File: src/rtl/dmem_access_unit_if.sv
// Data-memory bus between the MEM-stage access unit (master) and data memory (slave).
interface dmem_access_unit_if #(
    parameter int ADDR_WIDTH = 32
);
    logic                  dmem_read;
    logic                  dmem_write;
    logic [ADDR_WIDTH-1:0] dmem_addr;
    logic [31:0]           dmem_wdata;
    logic [3:0]            dmem_byteen;
    logic [31:0]           dmem_rdata;
    logic                  dmem_busywait;

    modport master (
        output dmem_read, dmem_write, dmem_addr, dmem_wdata, dmem_byteen,
        input  dmem_rdata, dmem_busywait
    );

    modport slave (
        input  dmem_read, dmem_write, dmem_addr, dmem_wdata, dmem_byteen,
        output dmem_rdata, dmem_busywait
    );
endinterface

File: src/rtl/dmem_access_unit.sv
// MEM-stage load/store sequencer: issues byte/half/word accesses, stalls across busywait.
// Optional macro MISALIGN_TRAP_EN: misaligned H/W accesses trap instead of being truncated.
//
// state  | meaning
// IDLE   | waiting for a load/store from EX/MEM
// ACCESS | strobe held on the memory bus until busywait drops or timeout
// DONE   | result/flags visible for one cycle, pipeline advances
module dmem_access_unit #(
    parameter int ADDR_WIDTH     = 32,
    parameter int TIMEOUT_CYCLES = 64
) (
    input  logic                  clk,
    input  logic                  reset,
    input  logic                  mem_read,
    input  logic                  mem_write,
    input  logic [2:0]            func3,
    input  logic [ADDR_WIDTH-1:0] address,
    input  logic [31:0]           write_data,
    output logic [31:0]           load_data,
    output logic                  stall,
    output logic                  access_err,
    output logic                  misaligned,
    dmem_access_unit_if.master    dmem
);

    localparam int               CNT_W      = (TIMEOUT_CYCLES > 0) ? $clog2(TIMEOUT_CYCLES + 1) : 1;
    localparam logic [CNT_W-1:0] CNT_MAX    = CNT_W'(TIMEOUT_CYCLES);
    localparam bit               TIMEOUT_EN = (TIMEOUT_CYCLES > 0);

    typedef enum logic [1:0] {
        IDLE   = 2'd0,
        ACCESS = 2'd1,
        DONE   = 2'd2
    } state_t;

    state_t state, state_nx;

    logic                  req;
    logic                  req_mis;
    logic [3:0]            req_be;
    logic [31:0]           req_wdata;

    logic                  is_load_q;
    logic [2:0]            func3_q;
    logic [1:0]            lo_q;
    logic                  err_q;
    logic                  mis_q;
    logic [CNT_W-1:0]      cnt_q;
    logic [ADDR_WIDTH-1:0] addr_q;
    logic [31:0]           wdata_q;
    logic [3:0]            be_q;

    logic                  complete;
    logic                  timeout_hit;
    logic [7:0]            byte_sel;
    logic [15:0]           half_sel;
    logic                  sign_ext;
    logic [31:0]           load_ext;

    assign req = mem_read | mem_write;

    // func3[1:0]: 00 byte, 01 half, anything else is a word access
    always_comb begin
        req_be    = 4'b1111;
        req_wdata = write_data;
        case (func3[1:0])
            2'b00: begin
                req_be    = 4'b0001 << address[1:0];
                req_wdata = {4{write_data[7:0]}};
            end
            2'b01: begin
                req_be    = 4'b0011 << {address[1], 1'b0};
                req_wdata = {2{write_data[15:0]}};
            end
            default: ;
        endcase
    end

`ifdef MISALIGN_TRAP_EN
    assign req_mis = ((func3[1:0] == 2'b01) && address[0]) ||
                     (func3[1] && (address[1:0] != 2'b00));
`else
    assign req_mis = 1'b0;
`endif

    always_ff @(posedge clk) begin
        if (reset) begin
            state <= IDLE;
        end else begin
            state <= state_nx;
        end
    end

    always_comb begin
        state_nx    = state;
        stall       = 1'b0;
        complete    = 1'b0;
        timeout_hit = 1'b0;
        case (state)
            IDLE: begin
                if (req) begin
                    stall    = 1'b1;
                    state_nx = req_mis ? DONE : ACCESS;
                end
            end
            ACCESS: begin
                stall = 1'b1;
                if (!dmem.dmem_busywait) begin
                    complete = 1'b1;
                    state_nx = DONE;
                end else if (TIMEOUT_EN && (cnt_q == CNT_MAX)) begin
                    timeout_hit = 1'b1;
                    state_nx    = DONE;
                end
            end
            DONE:    state_nx = IDLE;
            default: state_nx = IDLE;
        endcase
    end

    // lane extraction uses the offset captured at request time
    always_comb begin
        byte_sel = dmem.dmem_rdata[7:0];
        case (lo_q)
            2'd1:    byte_sel = dmem.dmem_rdata[15:8];
            2'd2:    byte_sel = dmem.dmem_rdata[23:16];
            2'd3:    byte_sel = dmem.dmem_rdata[31:24];
            default: byte_sel = dmem.dmem_rdata[7:0];
        endcase
        half_sel = lo_q[1] ? dmem.dmem_rdata[31:16] : dmem.dmem_rdata[15:0];
        sign_ext = ~func3_q[2];
        case (func3_q[1:0])
            2'b00:   load_ext = {{24{sign_ext & byte_sel[7]}}, byte_sel};
            2'b01:   load_ext = {{16{sign_ext & half_sel[15]}}, half_sel};
            default: load_ext = dmem.dmem_rdata;
        endcase
    end

    always_ff @(posedge clk) begin
        if (reset) begin
            is_load_q <= 1'b0;
            func3_q   <= 3'b000;
            lo_q      <= 2'b00;
            err_q     <= 1'b0;
            mis_q     <= 1'b0;
            cnt_q     <= '0;
            addr_q    <= '0;
            wdata_q   <= '0;
            be_q      <= 4'b0000;
            load_data <= '0;
        end else begin
            case (state)
                IDLE: begin
                    if (req) begin
                        is_load_q <= mem_read;
                        func3_q   <= func3;
                        lo_q      <= address[1:0];
                        mis_q     <= req_mis;
                        err_q     <= 1'b0;
                        cnt_q     <= '0;
                        if (!req_mis) begin
                            addr_q  <= {address[ADDR_WIDTH-1:2], 2'b00};
                            wdata_q <= req_wdata;
                            be_q    <= req_be;
                        end
                    end
                end
                ACCESS: begin
                    if (complete) begin
                        if (is_load_q) begin
                            load_data <= load_ext;
                        end
                    end else if (timeout_hit) begin
                        err_q <= 1'b1;
                        if (is_load_q) begin
                            load_data <= '0;
                        end
                    end else begin
                        cnt_q <= cnt_q + 1'b1;
                    end
                end
                DONE: begin
                    err_q <= 1'b0;
                    mis_q <= 1'b0;
                    cnt_q <= '0;
                end
                default: ;
            endcase
        end
    end

    assign dmem.dmem_read   = (state == ACCESS) && is_load_q;
    assign dmem.dmem_write  = (state == ACCESS) && !is_load_q;
    assign dmem.dmem_addr   = addr_q;
    assign dmem.dmem_wdata  = wdata_q;
    assign dmem.dmem_byteen = be_q;

    assign access_err = (state == DONE) && err_q;
    assign misaligned = (state == DONE) && mis_q;

endmodule
File: src/flat_wrapper.sv
// flat-port wrapper written by rule: the top's interface ports become plain ports
module dmem_access_unit_flat 
#(
    parameter int ADDR_WIDTH     = 32,
    parameter int TIMEOUT_CYCLES = 64
)
  (clk, reset, mem_read, mem_write, func3, address, write_data, load_data, stall, access_err, misaligned, dmem_dmem_read, dmem_dmem_write, dmem_dmem_addr, dmem_dmem_wdata, dmem_dmem_byteen, dmem_dmem_rdata, dmem_dmem_busywait);
  dmem_access_unit_if #(.ADDR_WIDTH(ADDR_WIDTH)) dmem_i ();
  input  logic clk;
  input  logic reset;
  input  logic mem_read;
  input  logic mem_write;
  input  logic [2:0] func3;
  input  logic [ADDR_WIDTH-1:0] address;
  input  logic [31:0] write_data;
  output logic [31:0] load_data;
  output logic stall;
  output logic access_err;
  output logic misaligned;
  output wire logic [$bits(dmem_i.dmem_read)-1:0] dmem_dmem_read;
  output wire logic [$bits(dmem_i.dmem_write)-1:0] dmem_dmem_write;
  output wire logic [$bits(dmem_i.dmem_addr)-1:0] dmem_dmem_addr;
  output wire logic [$bits(dmem_i.dmem_wdata)-1:0] dmem_dmem_wdata;
  output wire logic [$bits(dmem_i.dmem_byteen)-1:0] dmem_dmem_byteen;
  input wire logic [$bits(dmem_i.dmem_rdata)-1:0] dmem_dmem_rdata;
  input wire logic [$bits(dmem_i.dmem_busywait)-1:0] dmem_dmem_busywait;
  assign dmem_dmem_read = dmem_i.dmem_read;
  assign dmem_dmem_write = dmem_i.dmem_write;
  assign dmem_dmem_addr = dmem_i.dmem_addr;
  assign dmem_dmem_wdata = dmem_i.dmem_wdata;
  assign dmem_dmem_byteen = dmem_i.dmem_byteen;
  assign dmem_i.dmem_rdata = dmem_dmem_rdata;
  assign dmem_i.dmem_busywait = dmem_dmem_busywait;
  dmem_access_unit #(.ADDR_WIDTH(ADDR_WIDTH), .TIMEOUT_CYCLES(TIMEOUT_CYCLES)) u_core (.clk(clk), .reset(reset), .mem_read(mem_read), .mem_write(mem_write), .func3(func3), .address(address), .write_data(write_data), .load_data(load_data), .stall(stall), .access_err(access_err), .misaligned(misaligned), .dmem(dmem_i));
endmodule
File: config.mk
export PLATFORM = sky130hd
export DESIGN_NAME = dmem_access_unit_flat
export DESIGN_NICKNAME = d
export VERILOG_FILES = /design/src/rtl/dmem_access_unit_if.sv /design/src/rtl/dmem_access_unit.sv /design/src/flat_wrapper.sv
export SDC_FILE = /design/constraint.sdc
export NUM_CORES = 1
export LEC_CHECK = 0
export ABC_AREA = 1
export CORE_MARGIN = 2
export CORE_UTILIZATION = 47
export DETAILED_ROUTE_END_ITERATION = 10
export GPL_ROUTABILITY_DRIVEN = 0
export PLACE_DENSITY = 0.86
export SLEW_MARGIN = 15
export SYNTH_ARGS = -nofsm -noshare
export SYNTH_HDL_FRONTEND = slang
export SYNTH_SLANG_ARGS = --single-unit
File: constraint.sdc
create_clock -name clk -period 3.55 [get_ports clk]
set_clock_uncertainty 0.2 [all_clocks]
set_input_delay 0.5325 -clock clk [delete_from_list [all_inputs] [get_ports clk]]
set_output_delay 0.5325 -clock clk [all_outputs]
set_load 0.03 [all_outputs]
==> results.toml <==
[route]
drc_errors = 0
drt-pass1-iter-count = 5
vias_per_cell = 5.16
avgRoutedWirePerCell_microns = 15.1
ant_nets = 0
drt_wl_total_microns = 16000
drt_iter0_markers = 346
vias = 5460

[yosys]
syn_area_per_cell_sq_um = 7.26
ys_ff_latch = 114
netlist_area_sq_mm = 0.00522
synthAdderAreaFrac = 0.00479
synthFlopType = "dfxtp_1"
synthXorXnorAreaFrac = 0.00335
ys_types = 39
synth-edff-count = 0
yosys_warnings = 0
synth_mux_area_frac = 0.00767
ys_async_sr_fraction = 0
syn_inst = 719
ys_seq_area_frac = 0.437
synth_top_family_by_area = "simple AND/OR/NAND/NOR gates"
yosys.area_share.simple = 0.254
synth_compound_area_frac = 0.203

[setup_path]
critPathMaxFanout = 2
crit_arrival_ns = 1.95
crit_type = "register to primary output"
worstPathRequired_ns = 2.82
start_kind = "register"
crit_path_end_kind = "primary output"
timing.rr.start = "u_core.func3_q[1]"
crit_start = "u_core.state[1]"

[cts]
numCtsBuffers = 17
cts_tree = "done"
root_buffer = "clkbuf_8"
cts_num_sinks = 114
clk_pin_slew_ns = 0.06
cts.repair.resized = 0
h-tree-depth = 4
post-cts-setup-buffers = 0
cts_hold_buffers = 0
worstSkewPairLatency_ns = 0.50
cts_buffer_depth = 2

[grt]
first_global_vias = 5131
grt_usage = 0.264
grt_max_degree = 65
globalRouteOverflowTotal = 0
antenna_found_initial = 0
grt_pass1_wl_microns = 24600

[finish]
area_delta_synth_final_pct = 50.3
design_area_sq_mm = 0.00785
layout-drive-gt1-share = 0.0959
antenna_cells = 0
nNetsFinal = 1011
fin_util = 0.724

[sta]
min_period_over_period = 0.756
hold_viol = 0
rsz0062_at_grt = "no"
min_period_ns = 2.68
finalSetupViolCount = 0
max_freq_ghz = 0.373
slew_violations = 0
max-slew-margin-rel = 0.444
worst_pin_slew_ns = 0.832
fin_setup_tns_ns = 0

[placement]
postPlaceCellArea_sq_mm = 0.00724
hpwl_microns = 10900
place.port_buffers = 205

[worst_hold_path]
hp-class = "primary input to register"
hold_start = "reset"

[run]
drv_cap = 0

[die]
design.die.area_sq_mm = 0.0120
die_h_microns = 109
io_pins = 209
start_util = 0.482
die_x_microns = 109
rows = 38
core_sq_mm = 0.0108

[power_and_ir_drop]
power.leakage_nw = 3.12
vdd.ir_drop.worst_mv = 0.368
power_density_mw_per_mm2 = 539

[status]
status = "finished, final reports clean"
[final timing paths]
path | endpoint | slack (ns) | cells past startpoint
worst max-delay path | access_err | 0.87 | 4
worst min-delay path | u_core.load_data[0] | 0.23 | 4
worst max register to register | u_core.load_data[5] | 1.25 | 8
worst min register to register | u_core.load_data[3] | 0.25 | 2
[synthesized netlist by cell type, types with 3 or more instances]
master,number,area share
inv_2,3,0.0022
clkbuf_1,17,0.012
o21ai_1,8,0.0077
buf_6,3,0.0065
inv_1,45,0.032
nand3_2,4,0.0077
o21ai_0,72,0.069
buf_2,15,0.014
o211ai_1,9,0.013
nor2_1,115,0.083
nand2_2,16,0.019
or2_2,6,0.0072
buf_4,10,0.014
a21oi_2,10,0.017
nand3_1,18,0.017
dfxtp_1,114,0.44
a31oi_1,14,0.017
a21oi_1,73,0.070
mux2i_1,4,0.0077
nand2_1,137,0.098
[cell type report]
| class | count | area (sq um) |
|---|---|---|
| clock buffers | 20 | 445 |
| clock inverters | 12 | 156 |
| fillers | 883 | 3000 |
| inverters | 51 | 196 |
| multi-input cells | 510 | 2480 |
| flip-flops and latches | 114 | 2280 |
| well taps | 140 | 175 |
| repair buffers | 211 | 2100 |
[registers in the layout, indices dropped and copies added (netlist names)]
signal                   count
u_core.lo_q                  2
u_core.cnt_q                 7
u_core.state                 2
u_core.is_load_q             1
u_core.err_q                 1
u_core.dmem.dmem_wdata      32
u_core.func3_q               3
u_core.dmem.dmem_byteen      4
u_core.load_data            32
u_core.dmem.dmem_addr       30
[layer usage]
layer	share of wire	vias up	global-route usage
met4	0.019	0	0.0868
met5	0	-	0
li1	-	2715	-
met1	0.39	2454	0.305
met3	0.11	27	0.110
met2	0.48	264	0.440
[worst max-delay path, cell delays in order, from the launching register on]
cell and delay (ns):
dfxtp_1 0.33, inv_1 0.06, or2_2 0.31, nor2_1 0.09
clkdlybuf4s50_1 0.67
[cell usage in the layout (no fill, tap or decap), types with 4 or more instances in the layout]
| cell | Yosys | layout |
|---|---|---|
| a21oi_1 | 73 | 73 |
| a21oi_2 | 10 | 10 |
| a31oi_1 | 14 | 14 |
| buf_4 | 10 | 5 |
| clkbuf_16 | 0 | 16 |
| clkdlybuf4s50_1 | 0 | 204 |
| clkinvlp_4 | 0 | 4 |
| dfxtp_1 | 114 | 114 |
| inv_1 | 45 | 44 |
| inv_2 | 3 | 4 |
| mux2i_1 | 4 | 4 |
| nand2_1 | 137 | 136 |
| nand2_2 | 16 | 17 |
| nand3_1 | 18 | 18 |
| nand3_2 | 4 | 4 |
| nor2_1 | 115 | 115 |
| o211ai_1 | 9 | 9 |
| o21ai_0 | 72 | 72 |
| o21ai_1 | 8 | 8 |
| or2_2 | 6 | 6 |
[cell families (layout without fill, tap and decap cells)]
| family | count (synthesis) | count (layout) |
|---|---|---|
| simple gates | 306 | 306 |
| compound gates | 193 | 193 |
| flops | 114 | 114 |
| buf+inv | 97 | 294 |
| mux | 4 | 4 |
| fa+ha+maj | 2 | 2 |
| xor+xnor | 2 | 2 |
| other cells | 1 | 3 |
[per-stage QoR]
step	hold WS, ns	power, W	worst slack [ns]	instances
2_1_floorplan	0.223	0.00212	1.59	721
3_3_place_gp	0.234	0.00251	0.927	1026
3_5_place_dp	0.239	0.00252	0.901	1026
4_1_cts	0.214	0.00425	0.832	1058
5_1_grt	0.254	0.00441	0.757	1058
6_report	0.227	0.00423	0.865	1058
[power breakdown]
group | switching, W | total (W) | leakage (nW) | internal [W]
logic | 0.000616 | 0.00103 | 1.90 | 0.000416
clock network | 0.000614 | 0.00172 | 0.283 | 0.00111
registers | 0.0000782 | 0.00147 | 0.938 | 0.00140
No activity file was read; power rests on OpenSTA's default activity.
